$ cat config.mk
export PLATFORM = sky130hd
export DESIGN_NAME = ps2_dir_decoder
export DESIGN_NICKNAME = d
export VERILOG_FILES = /design/src/rtl/ps2_dir_decoder.sv
export SDC_FILE = /design/constraint.sdc
export NUM_CORES = 1
export LEC_CHECK = 0
export CAP_MARGIN = 20
export CORE_ASPECT_RATIO = 1.25
export CORE_UTILIZATION = 55
export DETAILED_ROUTE_END_ITERATION = 8
export PLACE_DENSITY = 0.85
export SYNTH_ARGS = -nofsm -noshare
export SYNTH_HDL_FRONTEND = slang
export SYNTH_SLANG_ARGS = --single-unit
$ cat constraint.sdc
create_clock -name clk -period 2.9 [get_ports clk]
set_input_delay 0.58 -clock clk [delete_from_list [all_inputs] [get_ports clk]]
set_output_delay 0.58 -clock clk [all_outputs]
set_load 0.01 [all_outputs]
$ cat src/rtl/ps2_dir_decoder.sv
// ps2_dir_decoder: receives PS/2 set-2 frames, reports key events and holds arrow/WASD direction levels.
module ps2_dir_decoder #(
    parameter int TIMEOUT_CYCLES = 100000
) (
    input  logic       clk,
    input  logic       rst,
    input  logic       ps2_clk,
    input  logic       ps2_data,
    output logic [3:0] dir_p0,
    output logic [3:0] dir_p1,
    output logic       key_valid,
    output logic [8:0] key_code,
    output logic       key_break,
    output logic       frame_err
);
    localparam int TW = $clog2(TIMEOUT_CYCLES);
    localparam logic [TW-1:0] TMAX = TW'(TIMEOUT_CYCLES - 1);

    typedef enum logic [1:0] {IDLE, DATA, PARITY, STOP} state_t;

    state_t          state_q, state_d;
    logic [1:0]      clk_s_q, dat_s_q;
    logic            clk_prev_q;
    logic [2:0]      bit_cnt_q, bit_cnt_d;
    logic [7:0]      sh_q, sh_d;
    logic            ok_q, ok_d;
    logic [TW-1:0]   tcnt_q, tcnt_d;
    logic            bv_q, bv_d, fe_d;
    logic            ext_q, ext_d, brk_q, brk_d;
    logic            fall, din, is_key;
    logic [8:0]      code;
    logic [3:0]      m0, m1, dir_p0_d, dir_p1_d;

    assign fall = clk_prev_q & ~clk_s_q[1];
    assign din  = dat_s_q[1];

    always_comb begin
        state_d   = state_q;
        bit_cnt_d = bit_cnt_q;
        sh_d      = sh_q;
        ok_d      = ok_q;
        bv_d      = 1'b0;
        fe_d      = 1'b0;
        tcnt_d    = (fall || state_q == IDLE) ? '0 : tcnt_q + 1'b1;
        if (fall) begin
            case (state_q)
                IDLE: if (!din) begin
                    state_d   = DATA;
                    bit_cnt_d = 3'd0;
                end
                DATA: begin
                    sh_d      = {din, sh_q[7:1]};
                    bit_cnt_d = bit_cnt_q + 3'd1;
                    state_d   = (bit_cnt_q == 3'd7) ? PARITY : DATA;
                end
                PARITY: begin
                    ok_d    = ^{sh_q, din};
                    state_d = STOP;
                end
                default: begin
                    bv_d    = din & ok_q;
                    fe_d    = ~(din & ok_q);
                    state_d = IDLE;
                end
            endcase
        end else if (state_q != IDLE && tcnt_q == TMAX) begin
            state_d = IDLE;
            fe_d    = 1'b1;
        end
    end

    // Byte layer: prefixes arm ext/brk, any other byte is a key event.
    assign code   = {ext_q, sh_q};
    assign is_key = bv_q && sh_q != 8'hE0 && sh_q != 8'hF0;
    assign m0 = {code == 9'h175, code == 9'h172, code == 9'h16B, code == 9'h174};
    assign m1 = {code == 9'h01D, code == 9'h01B, code == 9'h01C, code == 9'h023};

    always_comb begin
        ext_d    = (frame_err || is_key) ? 1'b0 : (bv_q && sh_q == 8'hE0) ? 1'b1 : ext_q;
        brk_d    = (frame_err || is_key) ? 1'b0 : (bv_q && sh_q == 8'hF0) ? 1'b1 : brk_q;
        dir_p0_d = !is_key ? dir_p0 : brk_q ? (dir_p0 & ~m0) : (dir_p0 | m0);
        dir_p1_d = !is_key ? dir_p1 : brk_q ? (dir_p1 & ~m1) : (dir_p1 | m1);
    end

    always_ff @(posedge clk) begin
        if (rst) begin
            clk_s_q    <= 2'b11;
            dat_s_q    <= 2'b11;
            clk_prev_q <= 1'b1;
            state_q    <= IDLE;
            bit_cnt_q  <= '0;
            sh_q       <= '0;
            ok_q       <= 1'b0;
            tcnt_q     <= '0;
            bv_q       <= 1'b0;
            frame_err  <= 1'b0;
            ext_q      <= 1'b0;
            brk_q      <= 1'b0;
            key_valid  <= 1'b0;
            key_code   <= '0;
            key_break  <= 1'b0;
            dir_p0     <= '0;
            dir_p1     <= '0;
        end else begin
            clk_s_q    <= {clk_s_q[0], ps2_clk};
            dat_s_q    <= {dat_s_q[0], ps2_data};
            clk_prev_q <= clk_s_q[1];
            state_q    <= state_d;
            bit_cnt_q  <= bit_cnt_d;
            sh_q       <= sh_d;
            ok_q       <= ok_d;
            tcnt_q     <= tcnt_d;
            bv_q       <= bv_d;
            frame_err  <= fe_d;
            ext_q      <= ext_d;
            brk_q      <= brk_d;
            key_valid  <= is_key;
            key_code   <= is_key ? code : key_code;
            key_break  <= is_key ? brk_q : key_break;
            dir_p0     <= dir_p0_d;
            dir_p1     <= dir_p1_d;
        end
    end
endmodule

# Yosys cells after proc, flatten, opt, wreduce, memory -nomap -nowiden
# Cells that the tools add are included.
[word_totals]
ff_bits = 59
in_bits = 4
output_inout_bits = 20
wordCells = 80
[op_classes]
addsub = 2
n_eq_ne = 18
mux = 12
n_bitwise = 11
reduce_logical = 20
[ops]
columns = ["operator", "count"]
rows = [
  ["9-bit equality test, second input constant", 4],
  ["9-bit by 5-bit equality test with 1-bit output, second input constant", 3],
  ["17-bit by 1-bit adder with 17-bit output, second input constant", 1],
  ["17-bit equality test, second input constant", 1],
  ["8-bit equality test, second input constant", 2],
  ["8-bit != test, second input constant", 2],
  ["9-bit by 6-bit equality test with 1-bit output, second input constant", 1],
  ["9-bit parity", 1],
  ["4-bit bitwise AND", 2],
  ["2-bit 2-to-1 mux", 4],
  ["4-bit 2-to-1 mux", 2],
  ["4-bit inverter", 2],
  ["4-bit bitwise OR", 2],
  ["2-bit one-hot mux with 3 select lines", 1],
  ["3-bit one-hot mux with 2 select lines", 1],
  ["2-bit AND reduction", 3],
  ["2-bit nonzero test", 3],
  ["1-bit logical AND", 5],
  ["5-bit OR reduction", 1],
  ["2-bit OR reduction", 2],
  ["3-bit by 1-bit adder with 3-bit output, second input constant", 1],
  ["3-bit equality test, second input constant", 1],
  ["1-bit 2-to-1 mux", 3],
  ["3-bit 2-to-1 mux", 1],
  ["10 further kinds", 14],
]

# Longest topological paths before layout
# Gate-level depths: netlist (run 1).
[logic_depth]
word_depth = 5
mapped_depth = 6
depth_no_buf = 5

# Worst setup path after synthesis (run 1)
# OpenSTA, ideal clock, no wires.
[synth_path]
kind = "register to register"
startpoint = "register tcnt_q[0]"
endpoint = "register tcnt_q[14]"
setup_ns = 0.070
arrival_time_ns = 1.484
t_required_ns = 2.830
setup_slack_ns = 1.346
stages_incl_launch_ff = 7
path_buffers = 1
synth_period_minus_slack_ns = 1.554
cell_sequence = "dfxtp_1 -> ha_1 -> and3_1 -> clkbuf_1 -> nand3_1 -> or3_1 -> a21oi_1"
[synth_between]
elab_chain_len = 1
[synth_lines]
columns = ["element", "line", "rtl"]
rows = [
  ["start, declared", "27", "logic [TW-1:0] tcnt_q, tcnt_d;"],
  ["start signal, assigned", "112", "tcnt_q <= tcnt_d;"],
  ["17-bit by 1-bit adder with 17-bit output", "44", "tcnt_d = (fall || state_q == IDLE) ? '0 : tcnt_q + 1'b1;"],
]
# No other way between the ends.
# A chain may end at the register's enable or synchronous reset.

# Worst setup path after layout (run 1)
[layout_path]
startpoint = "register sh_q[5]"
endpoint = "register key_break"
[layout_between]
elab_chain_len = 3
word_cells_on_any_way = 4
cone_classes = "eq/ne: 2; reduce/logical: 2"
[layout_lines]
columns = ["element", "line", "rtl"]
rows = [
  ["start, declared", "25", "logic [7:0] sh_q, sh_d;"],
  ["start signal, assigned", "92", "sh_q <= '0;"],
  ["start signal, assigned", "110", "sh_q <= sh_d;"],
  ["8-bit != test", "74", "assign is_key = bv_q && sh_q != 8'hE0 && sh_q != 8'hF0;"],
  ["1-bit logical AND", "74", ""],
  ["1-bit logical AND *", "74", ""],
  ["end signal, assigned", "119", "key_break <= is_key ? brk_q : key_break;"],
  ["end, declared", "13", "output logic key_break,"],
]
# Mark *: on every way between the ends. The rest lies on a longest branch, timed or not.

==> results of run 1 <==
[critical path, cell delays in order (launching register included)]
cell and delay, ns:
dfxtp_1 0.54, nand2b_1 0.18, o41ai_2 0.56, buf_4 0.28, mux2i_1 0.20, nor2_1 0.05
[path summary, 6_finish.rpt]
path                                  from         end  slack (ns)  cells past startpoint
worst min register to register  clk_s_q[0]  clk_s_q[1]        0.41                      1
worst max-delay path               sh_q[5]   key_break        0.96                      5
worst max register to register     sh_q[5]   key_break        0.96                      5
worst min-delay path            clk_s_q[0]  clk_s_q[1]        0.41                      1
[per-stage QoR]
step	instances	util, %
after global placement	349	62.1
after global routing	365	66.8
after detailed placement	349	62.1
after CTS	365	66.8
after floorplan	287	-
final	365	66.8
[metal layers]
metal	up-vias	GRT usage, %
met3	12	6.18
met4	0	13.9
met1	958	23.6
met5	-	0
met2	42	38.7
li1	1019	-
[placed cells by master (no fill, tap or decap), types with 2 or more instances in the layout]
cell type	netlist	layout
buf_4	1	2
and3_1	2	2
or2_2	6	6
nor3b_1	2	2
a21oi_1	22	22
nand2b_1	2	2
nor2_1	36	36
xor2_1	12	12
a211oi_1	2	2
nor3_2	2	2
ha_1	3	3
a22oi_1	2	2
nor4b_1	2	2
o21ai_0	5	5
mux2i_1	11	11
clkinv_2	0	2
clkbuf_8	4	12
dfxtp_1	59	59
o211ai_1	3	3
or3_1	5	5
nand2_1	32	32
and4_1	3	3
nand3_1	8	8
clkdlybuf4s50_1	0	23
nor2b_1	3	3
inv_1	5	5
xnor2_1	5	5
nand4_1	10	10
nand3b_1	8	8
[report_power, final]
part | switching [uW] | total (uW) | internal, uW
clock | 319 | 783 | 464
sequential | 2.65 | 816 | 813
combinational | 13.0 | 22.7 | 9.72
[cell families (layout without fill, tap and decap cells)]
| family | Yosys count | after routing | synth area share [%] |
|---|---|---|---|
| AND/OR/NAND/NOR | 132 | 132 | 27.5 |
| adder cells (fa/ha/maj) | 3 | 3 | 1.43 |
| AO/OA/AOI/OAI | 38 | 38 | 8.70 |
| flip-flops | 59 | 59 | 44.9 |
| multiplexers | 11 | 11 | 4.18 |
| XOR/XNOR | 18 | 18 | 6.51 |
| buffers and inverters | 26 | 46 | 6.84 |
[final cells by class]
| type | count | area (um^2) | share of cell area, % |
|---|---|---|---|
| Clock buffer | 12 | 165 | 5.50 |
| Sequential cell | 59 | 1180 | 39.3 |
| Multi-Input combinational cell | 202 | 1270 | 42.4 |
| Tap cell | 58 | 72.6 | 2.42 |
| Timing Repair Buffer | 25 | 245 | 8.17 |
| Clock inverter | 4 | 47.5 | 1.58 |
| Inverter | 5 | 18.8 | 0.625 |
==> results.toml, run 1 <==
[hold_path]
hold_path.class = "flop to flop"

[floorplanning]
die_x_um = 63.9
die_y_um = 79.4
initial_core_util_pct = 58.6
io_pins = 24
rows = 27
core-area_um2 = 4490
die_area_um2 = 5070

[grt]
grt_pass1_wl_um = 8650
antenna_found_initial = 0
grt_pass1_vias = 1935
grt_overflow_total = 0
track_usage_pct = 22.3
grt_max_degree = 43

[clock_tree]
ctsResizeCount = 0
h-tree-depth = 3
ctsLongestPathBuffers = 2
clkSinkCount = 59
cts_tree = "yes"
cts_setup_buffers = 0
cts_root_buf = "clkbuf_8"
numCtsBuffers = 9
clkTransAtPathRegs_ns = 0.07
worst_skew_pair.late_latency_ns = 0.34
cts_hold_buf = 0

[drt]
vias = 2031
top_layer_used = "met4"
wl_met2_um = 2600
route.detailed.drc = 0
antenna_left = 0
dr.pass1.iters = 4
drtIter0Drc = 133
wl_met3_um = 188
drt-met1-wl_um = 2110
viasPerCell = 5.56
wl_per_cell_um = 13.8
postRouteWirelength_um = 5020

[final_layout]
area_growth_pct = 14.0
fin_area_um2 = 3000
nFillCells = 377
diodes = 0
final_nets = 309
layout-drive-gt1-share_pct = 10.1

[run_status]
status = "complete, no violations"

[synth]
synth_seq_cells = 59
ys.warnings.count = 0
syn_area_um2 = 2630
synth_ff_type = "dfxtp_1"
synth-edff-count = 0
syn_nets = 294
syn_avg_cell_area_um2 = 9.17
synth.most_common_cell = "dfxtp_1"
synth_area_leader_cell = "dfxtp_1"
synthTopCellsByCount = "dfxtp_1, nor2_1, nand2_1"
synthTopCellsByArea = "dfxtp_1, nor2_1, nand2_1"
seq_area_frac_synth_pct = 44.9
synthArstFlopShare_pct = 0
synth_cell_types = 47
synth_top_area_share_pct = 44.9
netlist_instances = 287

[sta]
grt_setup_unrepaired = "no"
timing.fmax_mhz = 516
fin_crit_ns = 1.94
worst_pin_slew_ns = 0.738
fin_ws_ns = 0.964
finalSetupTns_ns = 0
finalHoldWorstSlack_ns = 0.414
setup_viol = 0
slew_headroom_pct = 50.6
finalHoldViolCount = 0
clock_skew_ns = 0.0128
fin_crit_sh_pct = 66.8
finalMaxSlewViolations = 0

[power]
power_uw = 1620
power_density_nw_per_um2 = 540
irDropWorstVdd_mv = 0.520
leakagePower_uw = 0.00105

[flow_run]
max-cap-violations = 0

[critical_path]
path_max_fanout = 10
critical_path_class = "flop to flop"
worst_ep_required_time_ns = 3.12
worstSetupEndpointType = "flop"
arrival_ns = 2.16
crit_path_start_kind = "flop"

[placed_design]
place_area_um2 = 2790
dp_slack_ns = 0.975
portBuffers = 23
dpl.hpwl_um = 3320
place.gp.congestion = 0.760
(Power assumes the default switching activity.)
==> run 2, diff against run 1 <==
CORE_UTILIZATION = 51   (was 55)
PLACE_DENSITY = 0.83   (was 0.85)
clock period = 1.58 ns   (was 2.9 ns; I/O delays follow)
==> run 2 against run 1 <==
Against the previous run:
- combinational power rose by 110%
- hold slack got worse by 0.00094 ns
- clock skew fell by 0.0047 ns
- die area rose by 7.6%
- sequential share of layout area fell by 2.0 points
- register-to-register slack got worse by 0.91 ns
- via count rose by 1.0%
- critical path depth fell by 1
- non-clock buffer count rose by 20
- utilization fell by 1.3 points
- maximum frequency rose by 27%
- clock power rose by 72%
==> results.toml, run 2 (synthesis results as in run 1) <==
[run_status]
status = "complete, no violations"

[sta]
slew_headroom_pct = 74.8
finalSetupTns_ns = 0
setup_viol = 0
finalMaxSlewViolations = 0
timing.fmax_mhz = 655
fin_crit_sh_pct = 96.7
clock_skew_ns = 0.00813
grt_setup_unrepaired = "no"
finalHoldViolCount = 0
fin_crit_ns = 1.53
worst_pin_slew_ns = 0.373

[power]
power_density_nw_per_um2 = 913
irDropWorstVdd_mv = 0.657
power_uw = 2890
leakagePower_uw = 0.00121

[placed_design]
place.gp.congestion = 0.870
portBuffers = 23
numPlacedInstances = 371
dpl.hpwl_um = 3470

[critical_path]
r2r_setup_slack_ns = 0.05
timing.rr.start = "sh_q[6]"
arrival_ns = 1.76
path_max_fanout = 4
worstSetupEndpointType = "flop"
worst_ep_required_time_ns = 1.81
startpoint = "sh_q[6]"
critical_path_class = "flop to flop"
crit_path_start_kind = "flop"

[clock_tree]
cts_hold_buf = 0
clkTransAtPathRegs_ns = 0.07
clkSinkCount = 59
ctsLongestPathBuffers = 2
worst_skew_pair.late_latency_ns = 0.34
cts_tree = "yes"
h-tree-depth = 3
cts_root_buf = "clkbuf_8"
cts_setup_buffers = 0
numCtsBuffers = 9

[final_layout]
final_common_cell = "dfxtp_1"
area_growth_pct = 20.3
final_cell_mix = "dfxtp_1, nor2_1, nand2_1"
diodes = 0
final_cells = 387
layout-drive-gt1-share_pct = 16.2
nFillCells = 385
final_nets = 329

[grt]
grt_pass1_wl_um = 8240
antenna_found_initial = 0
track_usage_pct = 20.1
grt_max_degree = 27
grt_pass1_vias = 1935
grt_overflow_total = 0

[drt]
route.detailed.drc = 0
vias = 2052
postRouteWirelength_um = 4880
antenna_left = 0
dr.pass1.iters = 4
viasPerCell = 5.30
wl_per_cell_um = 12.6
drtIter0Drc = 140

[floorplanning]
die_y_um = 82.3
initial_core_util_pct = 54.5
io_pins = 24
die_area_um2 = 5450
core-area_um2 = 4830
die_x_um = 66.3
rows = 28

[hold_path]
worstHoldStart = "dat_s_q[0]"
hold_path.class = "flop to flop"

[flow_run]
max-cap-violations = 0
run 2: cell type report:
type	instances	area, um^2	area share [%]
clock buffer	11	141	4.46
inverter	5	18.8	0.592
multi-input combinational	202	1280	40.5
tap	60	75.1	2.37
timing repair buffer	45	415	13.1
sequential	59	1180	37.3
clock inverter	5	52.6	1.66
run 2: final timing paths:
| kind | end | cells after the start |
|---|---|---|
| setup / recovery | flop | 4 |
| hold / removal | dat_s_q[1] | 1 |
| setup reg to reg | flop | 4 |
| hold reg to reg | dat_s_q[1] | 1 |
run 2: what timing repair did:
item,CTS,global route
endpoints found under the hold margin,0,0
setup endpoints to repair,0,6
resized for setup,0,6
run 2: stage by stage:
step / hold WS (ns) / worst slack [ns] / utilization, % / area [um^2]
4_1_cts: 0.416 / 0.0204 / 65.1 / 3150
2_1_floorplan: 0.389 / 0.0263 / - / 2630
6_report: 0.414 / 0.0522 / 65.5 / 3170
3_5_place_dp: 0.401 / 0.0463 / 61.1 / 2950
5_1_grt: 0.440 / 0.00348 / 65.5 / 3170
3_3_place_gp: 0.393 / 0.0625 / 61.1 / 2950
run 2: report_power, final:
| group | internal (uW) | switching (uW) | total (uW) |
|---|---|---|---|
| clock network | 763 | 585 | 1350 |
| logic | 23.2 | 24.7 | 47.8 |
| registers | 1490 | 4.33 | 1500 |
| total | 2280 | 614 | 2890 |
run 2: worst max-delay path: stages, from the launching register on:
cell,delay (ns)
dfxtp_1,0.33
or4b_4,0.59
nor4_4,0.25
mux2i_1,0.21
nor2_1,0.05
run 2: metal layers:
| layer | GRT usage [%] | part of all wire, % | up-vias |
|---|---|---|---|
| met5 | 0 | 0 | - |
| met4 | 10.9 | 2.1 | 0 |
| met3 | 6.04 | 3.8 | 10 |
| met2 | 35.0 | 51 | 44 |
| met1 | 21.7 | 43 | 933 |
| li1 | - | - | 1065 |
==> run 3, diff against run 2 <==
CORE_MARGIN = 2   (was unset)
==> run 3 against run 2 <==
Against the previous run:
- first-iteration DRC count is 49% lower
- critical path type unchanged
- sequential power barely moved
- register-to-register slack got worse by 0.04 ns
- maximum frequency shrank 2.2%
- clock skew grew 0.0026 ns
- largest cell class unchanged
==> results.toml, run 3 (synthesis results as in run 1) <==
[run_status]
status = "complete, no violations"

[critical_path]
path_max_fanout = 4
r2r_cells = 4
crit_path_start_kind = "flop"
r2r_setup_slack_ns = 0.02
critical_path_class = "flop to flop"
timing.rr.start = "sh_q[6]"
arrival_ns = 1.79
worstSetupEndpointType = "flop"
worst_ep_required_time_ns = 1.81

[final_layout]
fin_area_um2 = 3200
area_growth_pct = 21.7
diodes = 0
final_common_cell = "dfxtp_1"
final_nets = 333
layout-drive-gt1-share_pct = 17.5
final_cells = 393
final_cell_mix = "dfxtp_1, nor2_1, nand2_1"

[grt]
grt_pass1_wl_um = 8940
grt_overflow_total = 0
track_usage_pct = 20.5
antenna_found_initial = 0
grt_pass1_vias = 2074
grt_max_degree = 27

[placed_design]
portBuffers = 23
place.gp.congestion = 0.875
numPlacedInstances = 376
dpl.hpwl_um = 3730
place_area_um2 = 2980
dp_slack_ns = 0.0351

[drt]
drtIter0Drc = 72
dr.pass1.iters = 4
viasPerCell = 5.38
wl_per_cell_um = 13.7
antenna_left = 0
postRouteWirelength_um = 5370
route.detailed.drc = 0
vias = 2113

[power]
power_density_nw_per_um2 = 854
leakagePower_uw = 0.00124
irDropWorstVdd_mv = 0.727

[clock_tree]
cts_tree = "yes"
h-tree-depth = 3
numCtsBuffers = 9
ctsLongestPathBuffers = 2
clkSinkCount = 59
cts_hold_buf = 0
cts_root_buf = "clkbuf_8"
worst_skew_pair.late_latency_ns = 0.34
clkTransAtPathRegs_ns = 0.07

[hold_path]
worstHoldStart = "dat_s_q[0]"
hold_path.class = "flop to flop"
hold_depth = 1
whs_endpoint = "dat_s_q[1]"

[sta]
fin_ws_ns = 0.0171
finalMaxSlewViolations = 0
worst_pin_slew_ns = 0.438
slew_headroom_pct = 70.7
clock_skew_ns = 0.0107
finalHoldWorstSlack_ns = 0.415
grt_setup_unrepaired = "yes"
finalHoldViolCount = 0
timing.fmax_mhz = 640
fin_crit_sh_pct = 98.9
setup_viol = 0
fin_crit_ns = 1.56

[floorplanning]
initial_core_util_pct = 52.2
die_x_um = 68.3
io_pins = 24
die_area_um2 = 5760
die_y_um = 84.3
core-area_um2 = 5040
rows = 29

[flow_run]
max-cap-violations = 0
[run 3: how the worst max path moves through the flow]
stage              start     endpoint  depth (start not counted)
2_1_floorplan  tcnt_q[0]   tcnt_q[14]                          6
3_3_place_gp     sh_q[6]  key_code[8]                          6
3_5_place_dp     sh_q[6]  key_code[8]                          6
4_1_cts          sh_q[6]  key_code[8]                          6
5_1_grt          sh_q[6]  key_code[8]                          6
6_report         sh_q[6]         flop                          4
[run 3: layout make-up]
| cell class | count | area (um^2) |
|---|---|---|
| clock buffers | 12 | 145 |
| clock inverters | 4 | 26.3 |
| fillers | 396 | 1840 |
| inverters | 5 | 18.8 |
| multi-input cells | 202 | 1310 |
| flip-flops and latches | 59 | 1180 |
| well taps | 62 | 77.6 |
| repair buffers | 49 | 448 |
[run 3: through the flow]
step | total power [uW] | TNS [ns] | utilization [%]
3_5_place_dp | 1580 | 0 | 59.1
4_1_cts | 2750 | 0 | 62.5
3_3_place_gp | 1580 | 0 | 59.1
5_1_grt | 2840 | -0.316 | 63.5
6_report | 2730 | 0 | 63.5
2_1_floorplan | 1560 | 0 | -
[run 3: where the power goes]
| part | internal (uW) | total (uW) | leakage (uW) | switching [uW] |
|---|---|---|---|---|
| Combinational | 23.6 | 48.2 | 0.000677 | 24.6 |
| Sequential | 1490 | 1500 | 0.000477 | 4.55 |
| Clock | 609 | 1190 | 0.0000863 | 579 |
[run 3: timing repair]
| action | CTS | global route |
|---|---|---|
| endpoints found under the hold margin | 0 | 0 |
| resized for setup | 0 | 11 |
| setup buffers | 0 | 1 |
| endpoints found under the setup margin | 0 | 13 |
[run 3: metal layers]
layer / track usage (%) / wire length (um) / vias to the layer above / share of wire, %
li1: - / - / 1067 / -
met1: 22.3 / 2170 / 986 / 40
met5: 0 / 0 / - / 0
met4: 10.9 / 174 / 0 / 3.2
met2: 34.5 / 2820 / 47 / 53
met3: 6.43 / 201 / 13 / 3.7
[run 3: worst max-delay path: stages, from the launching register on]
cell and delay [ns]:
dfxtp_1 0.31, or4b_4 0.58, nor4_4 0.25, mux2i_1 0.25, nor2_1 0.07
